===== src/rtl/pcg_pkg.sv =====
// Shared definitions for the PCG noise blocks: FSM encoding, default LCG
// constants and the width-generic LCG step.
package pcg_pkg;

  typedef enum logic [1:0] {
    PCG_SEED_A = 2'd0,
    PCG_SEED_B = 2'd1,
    PCG_WARM   = 2'd2,
    PCG_RUN    = 2'd3
  } pcg_state_e;

  localparam logic [15:0] PCG_MULT_DEFAULT = 16'h5851;
  localparam logic [15:0] PCG_INC_DEFAULT  = 16'h1405;
  localparam int          PCG_MAX_W        = 64;

  // Computed at the widest supported width; callers truncate to their own
  // STATE_W, which is exact because low product bits only depend on low bits.
  function automatic logic [PCG_MAX_W-1:0] pcg_step(
    input logic [PCG_MAX_W-1:0] s,
    input logic [PCG_MAX_W-1:0] m,
    input logic [PCG_MAX_W-1:0] c
  );
    return s * m + c;
  endfunction

endpackage


===== src/rtl/pcg_xsh_rr.sv =====
// Combinational PCG XSH-RR output permutation of one LCG state.
module pcg_xsh_rr #(
  parameter int STATE_W = 16,
  parameter int OUT_W   = 8
) (
  input  logic [STATE_W-1:0] i_state,
  output logic [OUT_W-1:0]   o_word
);

  localparam int ROT_W  = $clog2(OUT_W);
  localparam int XSHIFT = (ROT_W + OUT_W) / 2;
  localparam int SH     = STATE_W - OUT_W - ROT_W;

  logic [ROT_W-1:0] w_rot;
  logic [OUT_W-1:0] w_x;

  assign w_rot  = i_state[STATE_W-1 -: ROT_W];
  assign w_x    = OUT_W'((i_state ^ (i_state >> XSHIFT)) >> SH);
  // Rotate right: shifting the doubled word brings wrapped bits back in.
  assign o_word = OUT_W'({w_x, w_x} >> w_rot);

endmodule


===== src/rtl/pcg_stream_gen.sv =====
// PCG-XSH-RR generator with runtime seeding, warm-up discard and valid/ready output.
// Optional macro PCG_STREAM_SEL_EN adds stream_id selecting the LCG increment.
module pcg_stream_gen
  import pcg_pkg::*;
#(
  parameter int                 STATE_W      = 16,
  parameter int                 OUT_W        = 8,
  parameter logic [STATE_W-1:0] MULT         = STATE_W'(PCG_MULT_DEFAULT),
  parameter logic [STATE_W-1:0] INC          = STATE_W'(PCG_INC_DEFAULT),
  parameter logic [STATE_W-1:0] SEED_DEFAULT = '0,
  parameter int                 WARMUP       = 0
) (
  input  logic               clk,
  input  logic               rst_n,
`ifdef PCG_STREAM_SEL_EN
  input  logic [STATE_W-2:0] stream_id,
`endif
  input  logic               seed_valid,
  input  logic [STATE_W-1:0] seed_data,
  output logic               out_valid,
  input  logic               out_ready,
  output logic [OUT_W-1:0]   out_data,
  output logic               busy,
  output logic [1:0]         dbg_fsm
);

  localparam logic [1:0] ST_SEED_A = PCG_SEED_A;
  localparam logic [1:0] ST_SEED_B = PCG_SEED_B;
  localparam logic [1:0] ST_WARM   = PCG_WARM;
  localparam logic [1:0] ST_RUN    = PCG_RUN;
  localparam logic [7:0] WARM_LAST = 8'((WARMUP > 0) ? (WARMUP - 1) : 0);

  // Handshake: a word transfers on a clock edge where out_valid and out_ready
  // are both high; out_valid/out_data only change when the slot is empty or
  // being consumed, and a seed load always wins and empties the slot.

  logic [1:0]         r_fsm;
  logic [STATE_W-1:0] r_state;
  logic [STATE_W-1:0] r_seed;
  logic [7:0]         r_warm_cnt;
  logic               r_out_valid;
  logic [OUT_W-1:0]   r_out_data;

  logic [STATE_W-1:0] w_inc;
  logic [STATE_W-1:0] w_step;
  logic [OUT_W-1:0]   w_perm;
  logic               w_adv;

`ifdef PCG_STREAM_SEL_EN
  logic [STATE_W-1:0] r_inc;
  assign w_inc = r_inc;
`else
  assign w_inc = INC;
`endif

  assign w_step = STATE_W'(pcg_step(64'(r_state), 64'(MULT), 64'(w_inc)));
  assign w_adv  = !r_out_valid || out_ready;

  pcg_xsh_rr #(
    .STATE_W (STATE_W),
    .OUT_W   (OUT_W)
  ) u_perm (
    .i_state (r_state),
    .o_word  (w_perm)
  );

  always_ff @(posedge clk) begin
    if (!rst_n) begin
      r_fsm       <= ST_SEED_A;
      r_state     <= '0;
      r_seed      <= SEED_DEFAULT;
      r_warm_cnt  <= '0;
      r_out_valid <= 1'b0;
      r_out_data  <= '0;
`ifdef PCG_STREAM_SEL_EN
      r_inc       <= {stream_id, 1'b1};
`endif
    end else if (seed_valid) begin
      r_fsm       <= ST_SEED_A;
      r_seed      <= seed_data;
      r_warm_cnt  <= '0;
      r_out_valid <= 1'b0;
`ifdef PCG_STREAM_SEL_EN
      r_inc       <= {stream_id, 1'b1};
`endif
    end else begin
      case (r_fsm)
        ST_SEED_A: begin
          r_state <= w_inc + r_seed;
          r_fsm   <= ST_SEED_B;
        end
        ST_SEED_B: begin
          r_state    <= w_step;
          r_warm_cnt <= '0;
          r_fsm      <= (WARMUP > 0) ? ST_WARM : ST_RUN;
        end
        ST_WARM: begin
          r_state    <= w_step;
          r_warm_cnt <= r_warm_cnt + 8'd1;
          if (r_warm_cnt == WARM_LAST) r_fsm <= ST_RUN;
        end
        ST_RUN: begin
          if (w_adv) begin
            r_out_data  <= w_perm;
            r_out_valid <= 1'b1;
            r_state     <= w_step;
          end
        end
        default: r_fsm <= ST_SEED_A;
      endcase
    end
  end

  assign out_valid = r_out_valid;
  assign out_data  = r_out_data;
  assign busy      = (r_fsm != ST_RUN);
  assign dbg_fsm   = r_fsm;

endmodule


===== config.mk =====
export PLATFORM = sky130hd
export DESIGN_NAME = pcg_stream_gen
export DESIGN_NICKNAME = d
export VERILOG_FILES = /design/src/rtl/pcg_pkg.sv /design/src/rtl/pcg_xsh_rr.sv /design/src/rtl/pcg_stream_gen.sv
export SDC_FILE = /design/constraint.sdc
export NUM_CORES = 1
export LEC_CHECK = 0
export ABC_CLOCK_PERIOD_IN_PS = 4200
export BUFFER_PORTS_ARGS = -buffer_cell sky130_fd_sc_hd__buf_2
export CAP_MARGIN = 25
export CORE_MARGIN = 10
export CORE_UTILIZATION = 50
export CTS_BUF_LIST = sky130_fd_sc_hd__clkbuf_2
export DETAILED_ROUTE_END_ITERATION = 16
export MAX_ROUTING_LAYER = met4
export PLACE_DENSITY = 0.74
export SYNTH_ARGS = -nofsm -noshare
export SYNTH_HDL_FRONTEND = slang
export SYNTH_SLANG_ARGS = --single-unit

===== constraint.sdc =====
create_clock -name clk -period 4.2 [get_ports clk]
set_input_delay 0.84 -clock clk [delete_from_list [all_inputs] [get_ports clk]]
set_output_delay 0.84 -clock clk [all_outputs]
set_load 0.01 [all_outputs]

Word-level counts from Yosys, hierarchy flattened

Index checks and enable logic that the tools add are counted.
W data, S select, Z words.

Register bits: 51
Input port bits: 20
Output and inout port bits: 12
Logic and storage cells: 37

Add/sub/neg operators: 3
Multipliers: 1
Equality and inequality tests: 6
Shift operators: 1
Mux-type cells: 5
Bitwise logic cells: 3
Reduce and logical (&&, ||, !) cells: 12

Operators with widths:

| operator                 | count |
|---|---|
| $pmux W16 S3             | 1 |
| $add A13 B16 Y16 const A | 1 |
| $add A16 B13 Y16 const B | 1 |
| $mul A16 B15 Y16 const B | 1 |
| $mux W16                 | 1 |
| $pmux W8 S2              | 1 |
| $shr A16 B3 Y8           | 1 |
| $xor A13 B11 Y13         | 1 |
| $add A8 B1 Y8 const B    | 1 |
| $logic_not A8 Y1         | 1 |
| $ne A2 B2 Y1 const B     | 3 |
| $pmux W2 S3              | 1 |
| $reduce_and A2 Y1        | 3 |
| $eq A2 B2 Y1 const B     | 2 |
| $reduce_or A2 Y1         | 2 |
| $reduce_and A3 Y1        | 1 |
| $reduce_bool A3 Y1       | 1 |
| $eq A2 B1 Y1 const B     | 1 |
| $logic_not A2 Y1         | 1 |
| $mux W2                  | 1 |
| $not A1 Y1               | 2 |
| $reduce_bool A2 Y1       | 1 |
| $logic_not A1 Y1         | 1 |
| $logic_or A1 B1 Y1       | 1 |

Depth between registers and ports, before layout

Gate-level depths: netlist (run 1).

Word-level depth: 4
Mapped depth: 17
Depth with buffers taken out: 17

Hierarchy

Synthesis (run 1) repeated with hierarchy kept, for this count alone.

Cells, all modules: 466
Area, all modules: 4264.1 um2

By module, submodules not included:

| module         | instances | cells an instance | area each (um2) | sequential area each (um2) |
|---|---|---|---|---|
| pcg_stream_gen | 1         | 417               | 3893.7          | 1021.0 |
| pcg_xsh_rr     | 1         | 49                | 370.4           | 0.0 |

Worst setup path before layout (run 1)

OpenSTA, ideal clock, no wires.

Path type: register to register
From: reg r_state[4]
To: reg r_state[15]
Setup time: 0.074 ns
Arrival: 3.888 ns
Required time: 4.126 ns
Slack: 0.237 ns
Cell stages (with the launch flop): 18
Buffers on the path: 0
Period minus slack after synthesis: 3.963 ns
Path through: dfxtp_1 ha_1 inv_1 fa_1 inv_1 ha_1 inv_1 fa_1 inv_1 fa_1 ha_1 ha_1 nand2_1 nor4_1 a2111oi_0 nor3_1 or3_1 a31oi_1

Word-level cells in the longest chain between the ends: 4

RTL lines:

| item                     | RTL line              | RTL |
|---|---|---|
| start: declaration       | pcg_stream_gen.sv:38  | `logic [STATE_W-1:0] r_state;` |
| start signal: assignment | pcg_stream_gen.sv:89  | `r_state <= w_inc + r_seed;` |
| start signal: assignment | pcg_stream_gen.sv:93  | `r_state <= w_step;` |
| start signal: assignment | pcg_stream_gen.sv:98  | `r_state <= w_step;` |
| $mul A16 B15 Y16 *       | pcg_pkg.sv:23         | `return s * m + c;` |
| $add A16 B13 Y16 *       | pcg_pkg.sv:23         |  |
| $mux W16                 | pcg_stream_gen.sv:103 | `if (w_adv) begin` |
| $pmux W16 S3 *           | pcg_stream_gen.sv:87  | `case (r_fsm)` |

Mark *: on every way between the ends. The rest lies on a longest branch, timed or not. The select of a mux whose other input is x is not followed.
A chain may end at the register's enable or synchronous reset.

Final worst setup path (run 1)

Same ends and word-level chain as after synthesis.

==> flow_summary.json, run 1 <==
{
  "status": "complete, no violations",
  "powerDensity_mw_per_mm2": 376,
  "mostFrequentLayoutCell": "ha_1",
  "finalHoldViolCount": 0,
  "dr_total_vias": 3376,
  "cts.path.max_buffers": 2,
  "power_leakage_nw": 2.15,
  "critPathTopFamily": "adder cells",
  "drt-met1-wl_um": 4230,
  "crit_cells": 17,
  "num_io_pins": 32,
  "synth_xor_area_frac": 0.0887,
  "grt_max_degree": 21,
  "slew_violations": 0,
  "synth_edf_count": 0,
  "die_h_um": 111,
  "die_area_mm2": 0.0123,
  "drive_above_1_share": 0.158,
  "dieWidth_um": 111,
  "grt_pass1_vias": 3529,
  "pwr-share-clk": 0.159,
  "finalClockSkew_ps": 20.6,
  "top_layer": "met4",
  "timing.final.crit_share": 0.945,
  "synth_area_mm2": 0.00415,
  "fin_area_mm2": 0.00463,
  "ant_nets": 0,
  "core_area_mm2": 0.00813,
  "hp-class": "flop to flop",
  "worst_path_max_delay_cell": "fa_1",
  "rows": 33,
  "setup_violations": 0,
  "globalplace.congestion": 0.976,
  "swShare": 0.406,
  "root_buffer": "clkbuf_2",
  "cts_sinks": 51,
  "grt_overflow": 0,
  "yosysWarningCount": 0,
  "synth-seq-cells": 51,
  "synth_cells": 466,
  "cp-startpoint": "r_state[4]$_SDFFE_PN0P_",
  "syn_area_per_cell_um2": 8.90,
  "cp-end-kind": "flop",
  "comb_power_share": 0.524,
  "slowest_delay_ps": 420,
  "setup_tns_ps": 0,
  "yosys.area_share.simple": 0.141,
  "r2r.worst_path.cells": 17,
  "ir_drop_mv": 0.236,
  "io_buffers": 31,
  "crit_type": "flop to flop",
  "cp_cell_sequence": "ha_1, inv_1, fa_1, inv_1, ha_1, inv_1, fa_1, inv_1, fa_1, ha_1, ha_4, nand2_2, nor2_1, a2111oi_4, nor3_2, or3_1, a31oi_1",
  "drc": 0,
  "placed_area_mm2": 0.00451,
  "required_ps": 4590,
  "tightest_slew_ps": 599,
  "power.switching_w": 0.000706,
  "synthAdderAreaFrac": 0.241,
  "synthArstFlopShare": 0,
  "antenna_cells": 0,
  "intPower_w": 0.00103,
  "timing.slew.headroom": 0.600,
  "area_growth_pct": 11.8,
  "viasPerCell": 5.52,
  "tritoncts": "built",
  "drtIter0Drc": 167,
  "synth_compound_area_frac": 0.132,
  "drt-pass1-iter-count": 4,
  "critPathLaunchType": "flop",
  "synth-seq-area-share": 0.246,
  "grt_usage": 0.160,
  "synthMuxAreaShare": 0.0972,
  "r2r_start": "r_state[4]$_SDFFE_PN0P_",
  "dr_wl_met2_um": 4720,
  "initial_utilization": 0.510,
  "critPathArrivalTime_ps": 4360,
  "crit_top_cell": "inv_1",
  "path_buf_inv": 4,
  "maxCapViolCount": 0,
  "routed_wl_um": 9550,
  "pwr-share-seq": 0.317,
  "ys.flop_type": "dfxtp_1",
  "pre_cts_ws_ps": 120,
  "synth_cell_types": 48,
  "dpl.hpwl_um": 7730,
  "wl_met3_um": 449,
  "endpoint": "r_state[15]$_SDFFE_PN0P_",
  "regToRegSetupSlack_ps": 230,
  "clkTransAtPathRegs_ps": 270,
  "clock_latency_ps": 460,
  "period_minus_slack_ps": 3970,
  "max_freq_mhz": 252,
  "regToRegEndpoint": "r_state[15]$_SDFFE_PN0P_",
  "avgRoutedWirePerCell_um": 15.6,
  "setup_ws_ps": 231,
  "final_nets": 597,
  "grt_antenna_before_repair": 0,
  "rsz0062_at_grt": "no",
  "cts_max_level": 2,
  "synth_top_family_by_area": "adder cells",
  "layout_common_cells": "ha_1 (55), nor2_1 (49), dfxtp_1 (49), inv_1 (38), buf_2 (31)",
  "hp-start": "out_valid$_SDFFE_PP0P_",
  "path_max_fanout": 5,
  "synth_nets": 557,
  "grt_pass1_wl_um": 16500,
  "cts_buffers": 5
}
state kept, by name (all words and copies together), names as in the netlist:
register    count
r_warm_cnt      8
r_state        16
out_data        8
out_valid       1
r_seed         16
dbg_fsm         2
metal layers:
layer,up-vias,track usage
li1,1696,-
met1,1583,0.189
met2,82,0.276
met3,15,0.0281
met4,0,0.0428
met5,-,-
power groups by stage:
stage | sequential [W] | combinational (W) | clock [W]
final | 0.000552 | 0.000912 | 0.000276
after global routing | 0.000558 | 0.00103 | 0.000302
after CTS | 0.000552 | 0.000861 | 0.000283
after detailed placement | 0.000560 | 0.000858 | 0
after global placement | 0.000559 | 0.000823 | 0
after floorplan | 0.000551 | 0.000639 | 0
cell usage after synthesis (11+ instances only):
| library cell | count | area [um^2] |
|---|---|---|
| xor2_1 | 18 | 158 |
| nand2_1 | 28 | 105 |
| clkbuf_1 | 11 | 41.3 |
| inv_1 | 38 | 143 |
| mux2i_1 | 29 | 290 |
| ha_1 | 56 | 701 |
| fa_1 | 15 | 300 |
| dfxtp_1 | 51 | 1020 |
| a211oi_1 | 13 | 97.6 |
| a21oi_1 | 26 | 130 |
| nor2_1 | 49 | 184 |
| o21ai_0 | 22 | 110 |
| xnor2_1 | 24 | 210 |
worst min path at each step:
stage                                  to  slack (ps)  cells after the start
6_report           out_valid$_SDFFE_PP0P_         520                      2
5_1_grt          out_data[1]$_SDFFE_PN0P_         540                      2
4_1_cts            out_valid$_SDFFE_PP0P_         520                      2
3_5_place_dp     out_data[1]$_SDFFE_PN0P_         470                      2
3_3_place_gp     out_data[5]$_SDFFE_PN0P_         460                      2
2_1_floorplan  r_warm_cnt[7]$_SDFFE_PP0P_         450                      2
worst min-delay path: stages, from the launching register on:
cell,delay (ps)
dfxtp_1,380
nor2_1,100
nor2_1,40
what timing repair did:
action                                  CTS  global route
endpoints found under the setup margin    0             1
buffers inserted                          0             0
hold buffers                              0             0
gates resized for setup                   0            10
cells by family (layout without fill, tap and decap cells):
family | after synthesis | in the layout
buf+inv | 58 | 99
simple gates | 123 | 123
compound gates | 86 | 86
fa+ha+maj | 71 | 71
xor+xnor | 42 | 42
mux | 35 | 35
flops | 51 | 51
final cells by class:
type,count,area (um^2)
timing repair buffer,51,305
tap,105,131
clock inverter,2,38.8
sequential,51,1020
multi-input combinational,357,2960
clock buffer,6,30.0
inverter,40,150
fill,738,3500
stage by stage:
stage                      util  power, W  cells  hold WS, ps
after floorplan               -   0.00119    466          453
after global placement    0.555   0.00138    604          461
after detailed placement  0.555   0.00142    604          469
after CTS                 0.563   0.00170    612          515
after global routing      0.570   0.00189    612          539
final                     0.570   0.00174    612          516
No activity file was read; power rests on OpenSTA's default activity.
==> run 2, diff against run 1 <==
- SKIP_LAST_GASP: default -> 1
- SLEW_MARGIN: default -> 20
- SYNTH_HIERARCHICAL: default -> 1
==> flow_summary.json, run 2 <==
{
  "status": "complete, no violations",
  "yosysMostFrequentCell": "ha_1",
  "powerDensity_mw_per_mm2": 361,
  "die_h_um": 112,
  "tightest_slew_ps": 945,
  "synth_nets": 557,
  "crit_type": "flop to flop",
  "yosysTopAreaCell": "dfxtp_1",
  "synth_cell_types": 59,
  "synth_area_mm2": 0.00426,
  "comb_power_share": 0.542,
  "synthTopCellsByCount": "ha_1 (56), dfxtp_1 (51), inv_1 (42)",
  "period_minus_slack_ps": 4010,
  "synth-seq-cells": 51,
  "hold_buffers": 0,
  "clock_latency_ps": 470,
  "grt_pass1_vias": 3404,
  "antenna_cells": 0,
  "max_freq_mhz": 249,
  "syn_area_per_cell_um2": 9.15,
  "drt-pass1-iter-count": 4,
  "final_nets": 592,
  "swShare": 0.411,
  "setup_ws_ps": 185,
  "setup_violations": 0,
  "cts_buffers": 5,
  "timing.slew.headroom": 0.370,
  "cts.path.max_buffers": 2,
  "globalplace.congestion": 0.960,
  "pwr-share-seq": 0.331,
  "largestRegisters": "r_seed x16, r_state x16",
  "ant_nets": 0,
  "postLayoutCoreUtil": 0.565,
  "finalHoldViolCount": 0,
  "setup_tns_ps": 0,
  "cts_sinks": 51,
  "synth_top_area_frac": 0.239,
  "grt_max_degree": 44,
  "initial_utilization": 0.516,
  "intPower_w": 0.000992,
  "die_area_mm2": 0.0126,
  "drive_above_1_share": 0.149,
  "grt_usage": 0.156,
  "rows": 33,
  "critPathLaunchType": "flop",
  "power.switching_w": 0.000691,
  "n_fill_cell": 731,
  "seqCellArea_mm2": 0.00104,
  "cp-end-kind": "flop",
  "dr_total_vias": 3328,
  "tritoncts": "built",
  "area_growth_pct": 9.51,
  "placed_area_mm2": 0.00455,
  "ys.flop_type": "dfxtp_1",
  "avgRoutedWirePerCell_um": 15.8,
  "yosysWarningCount": 6,
  "r2r_start": "r_state[8]$_SDFFE_PN0P_",
  "io_buffers": 31,
  "multiInputGateArea_mm2": 0.00304,
  "mostFrequentLayoutCell": "ha_1",
  "finalClockSkew_ps": 33.8,
  "core_area_mm2": 0.00826,
  "num_io_pins": 32,
  "layout_common_cells": "ha_1 (53), dfxtp_1 (44), inv_1 (42), buf_2 (31), mux2i_1 (30)",
  "routed_wl_um": 9570,
  "cp-startpoint": "r_state[8]$_SDFFE_PN0P_",
  "power_leakage_nw": 2.08,
  "hp-class": "flop to flop",
  "slew_violations": 0,
  "regToRegSetupSlack_ps": 190,
  "synth_edf_count": 0,
  "fin_area_mm2": 0.00467,
  "path_max_fanout": 5,
  "synth-seq-area-share": 0.239,
  "synthArstFlopShare": 0,
  "dieWidth_um": 112,
  "dpl.hpwl_um": 7610,
  "clkTransAtPathRegs_ps": 280,
  "drtIter0Drc": 183,
  "timing.final.crit_share": 0.956,
  "viasPerCell": 5.48,
  "pre_cts_ws_ps": 38.3,
  "endpoint": "r_state[12]$_SDFFE_PN0P_",
  "pwr-share-clk": 0.127,
  "cts_max_level": 2,
  "root_buffer": "clkbuf_2",
  "grt_pass1_wl_um": 16300,
  "rsz0062_at_grt": "no",
  "synth_cells": 466,
  "synthTopCellsByArea": "dfxtp_1 (24%), ha_1 (16%), fa_1 (7.0%)",
  "regToRegEndpoint": "r_state[12]$_SDFFE_PN0P_",
  "drc": 0,
  "grt_overflow": 0,
  "maxCapViolCount": 0,
  "r2r.worst_path.cells": 13,
  "critPathArrivalTime_ps": 4400,
  "ir_drop_mv": 0.217,
  "required_ps": 4590,
  "grt_antenna_before_repair": 0
}
-- run 2: cell families after synthesis --
family          after synthesis  synth area share
simple gates                122             0.151
compound gates               86             0.135
fa+ha+maj                    71             0.235
buf+inv                      59            0.0555
flops                        51             0.239
xor+xnor                     41            0.0860
mux                          36            0.0986
-- run 2: worst min path at each step --
| stage | startpoint | end | cells past startpoint |
|---|---|---|---|
| finish | r_warm_cnt[7]$_SDFFE_PP0P_ | r_warm_cnt[7]$_SDFFE_PP0P_ | 2 |
| floorplan | r_warm_cnt[7]$_SDFFE_PP0P_ | r_warm_cnt[7]$_SDFFE_PP0P_ | 2 |
| CTS | r_warm_cnt[7]$_SDFFE_PP0P_ | r_warm_cnt[7]$_SDFFE_PP0P_ | 2 |
| detailed placement | r_warm_cnt[7]$_SDFFE_PP0P_ | r_warm_cnt[7]$_SDFFE_PP0P_ | 2 |
| global placement | out_valid$_SDFFE_PP0P_ | out_valid$_SDFFE_PP0P_ | 2 |
| global route | out_data[2]$_SDFFE_PN0P_ | out_data[2]$_SDFFE_PN0P_ | 2 |
-- run 2: cell type report --
cell class                      instances  share of cell area
Multi-Input combinational cell        356               0.652
Clock inverter                          3             0.00375
Inverter                               43              0.0346
Sequential cell                        51               0.222
Clock buffer                            5             0.00536
Tap cell                              105              0.0281
Timing Repair Buffer                   44              0.0541
-- run 2: through the flow --
stage	instances	hold slack [ps]	power (W)
4_1_cts	604	517	0.00162
6_report	607	514	0.00168
3_3_place_gp	596	468	0.00137
5_1_grt	607	554	0.00183
2_1_floorplan	466	458	0.00121
3_5_place_dp	596	489	0.00140
-- run 2: what timing repair did --
item                       CTS  global route
setup endpoints to repair    0             2
resized for setup            0            14
buffers inserted             0             3
-- run 2: per-layer routing --
metal  vias up  track usage  wire length, um
li1       1692            -                -
met4         0       0.0415              159
met3        13       0.0197              295
met1      1567        0.197             4460
met2        56        0.256             4660
met5         -            -                0
-- run 2: power groups by stage --
stage	sequential (W)	clock (W)	combinational (W)
after detailed placement	0.000566	0	0.000833
after global routing	0.000563	0.000240	0.00103
after global placement	0.000564	0	0.000805
final	0.000557	0.000214	0.000912
after CTS	0.000557	0.000222	0.000837
after floorplan	0.000557	0	0.000652
-- run 2: worst max-delay path, cell delays in order, from the launching register on --
cell,delay (ps)
dfxtp_2,410
buf_4,160
ha_1,270
ha_1,300
ha_1,300
fa_1,490
ha_1,300
ha_1,320
nand4_1,140
o21bai_1,120
a2111oi_0,490
nor3_2,160
mux2i_1,160
a311oi_1,290
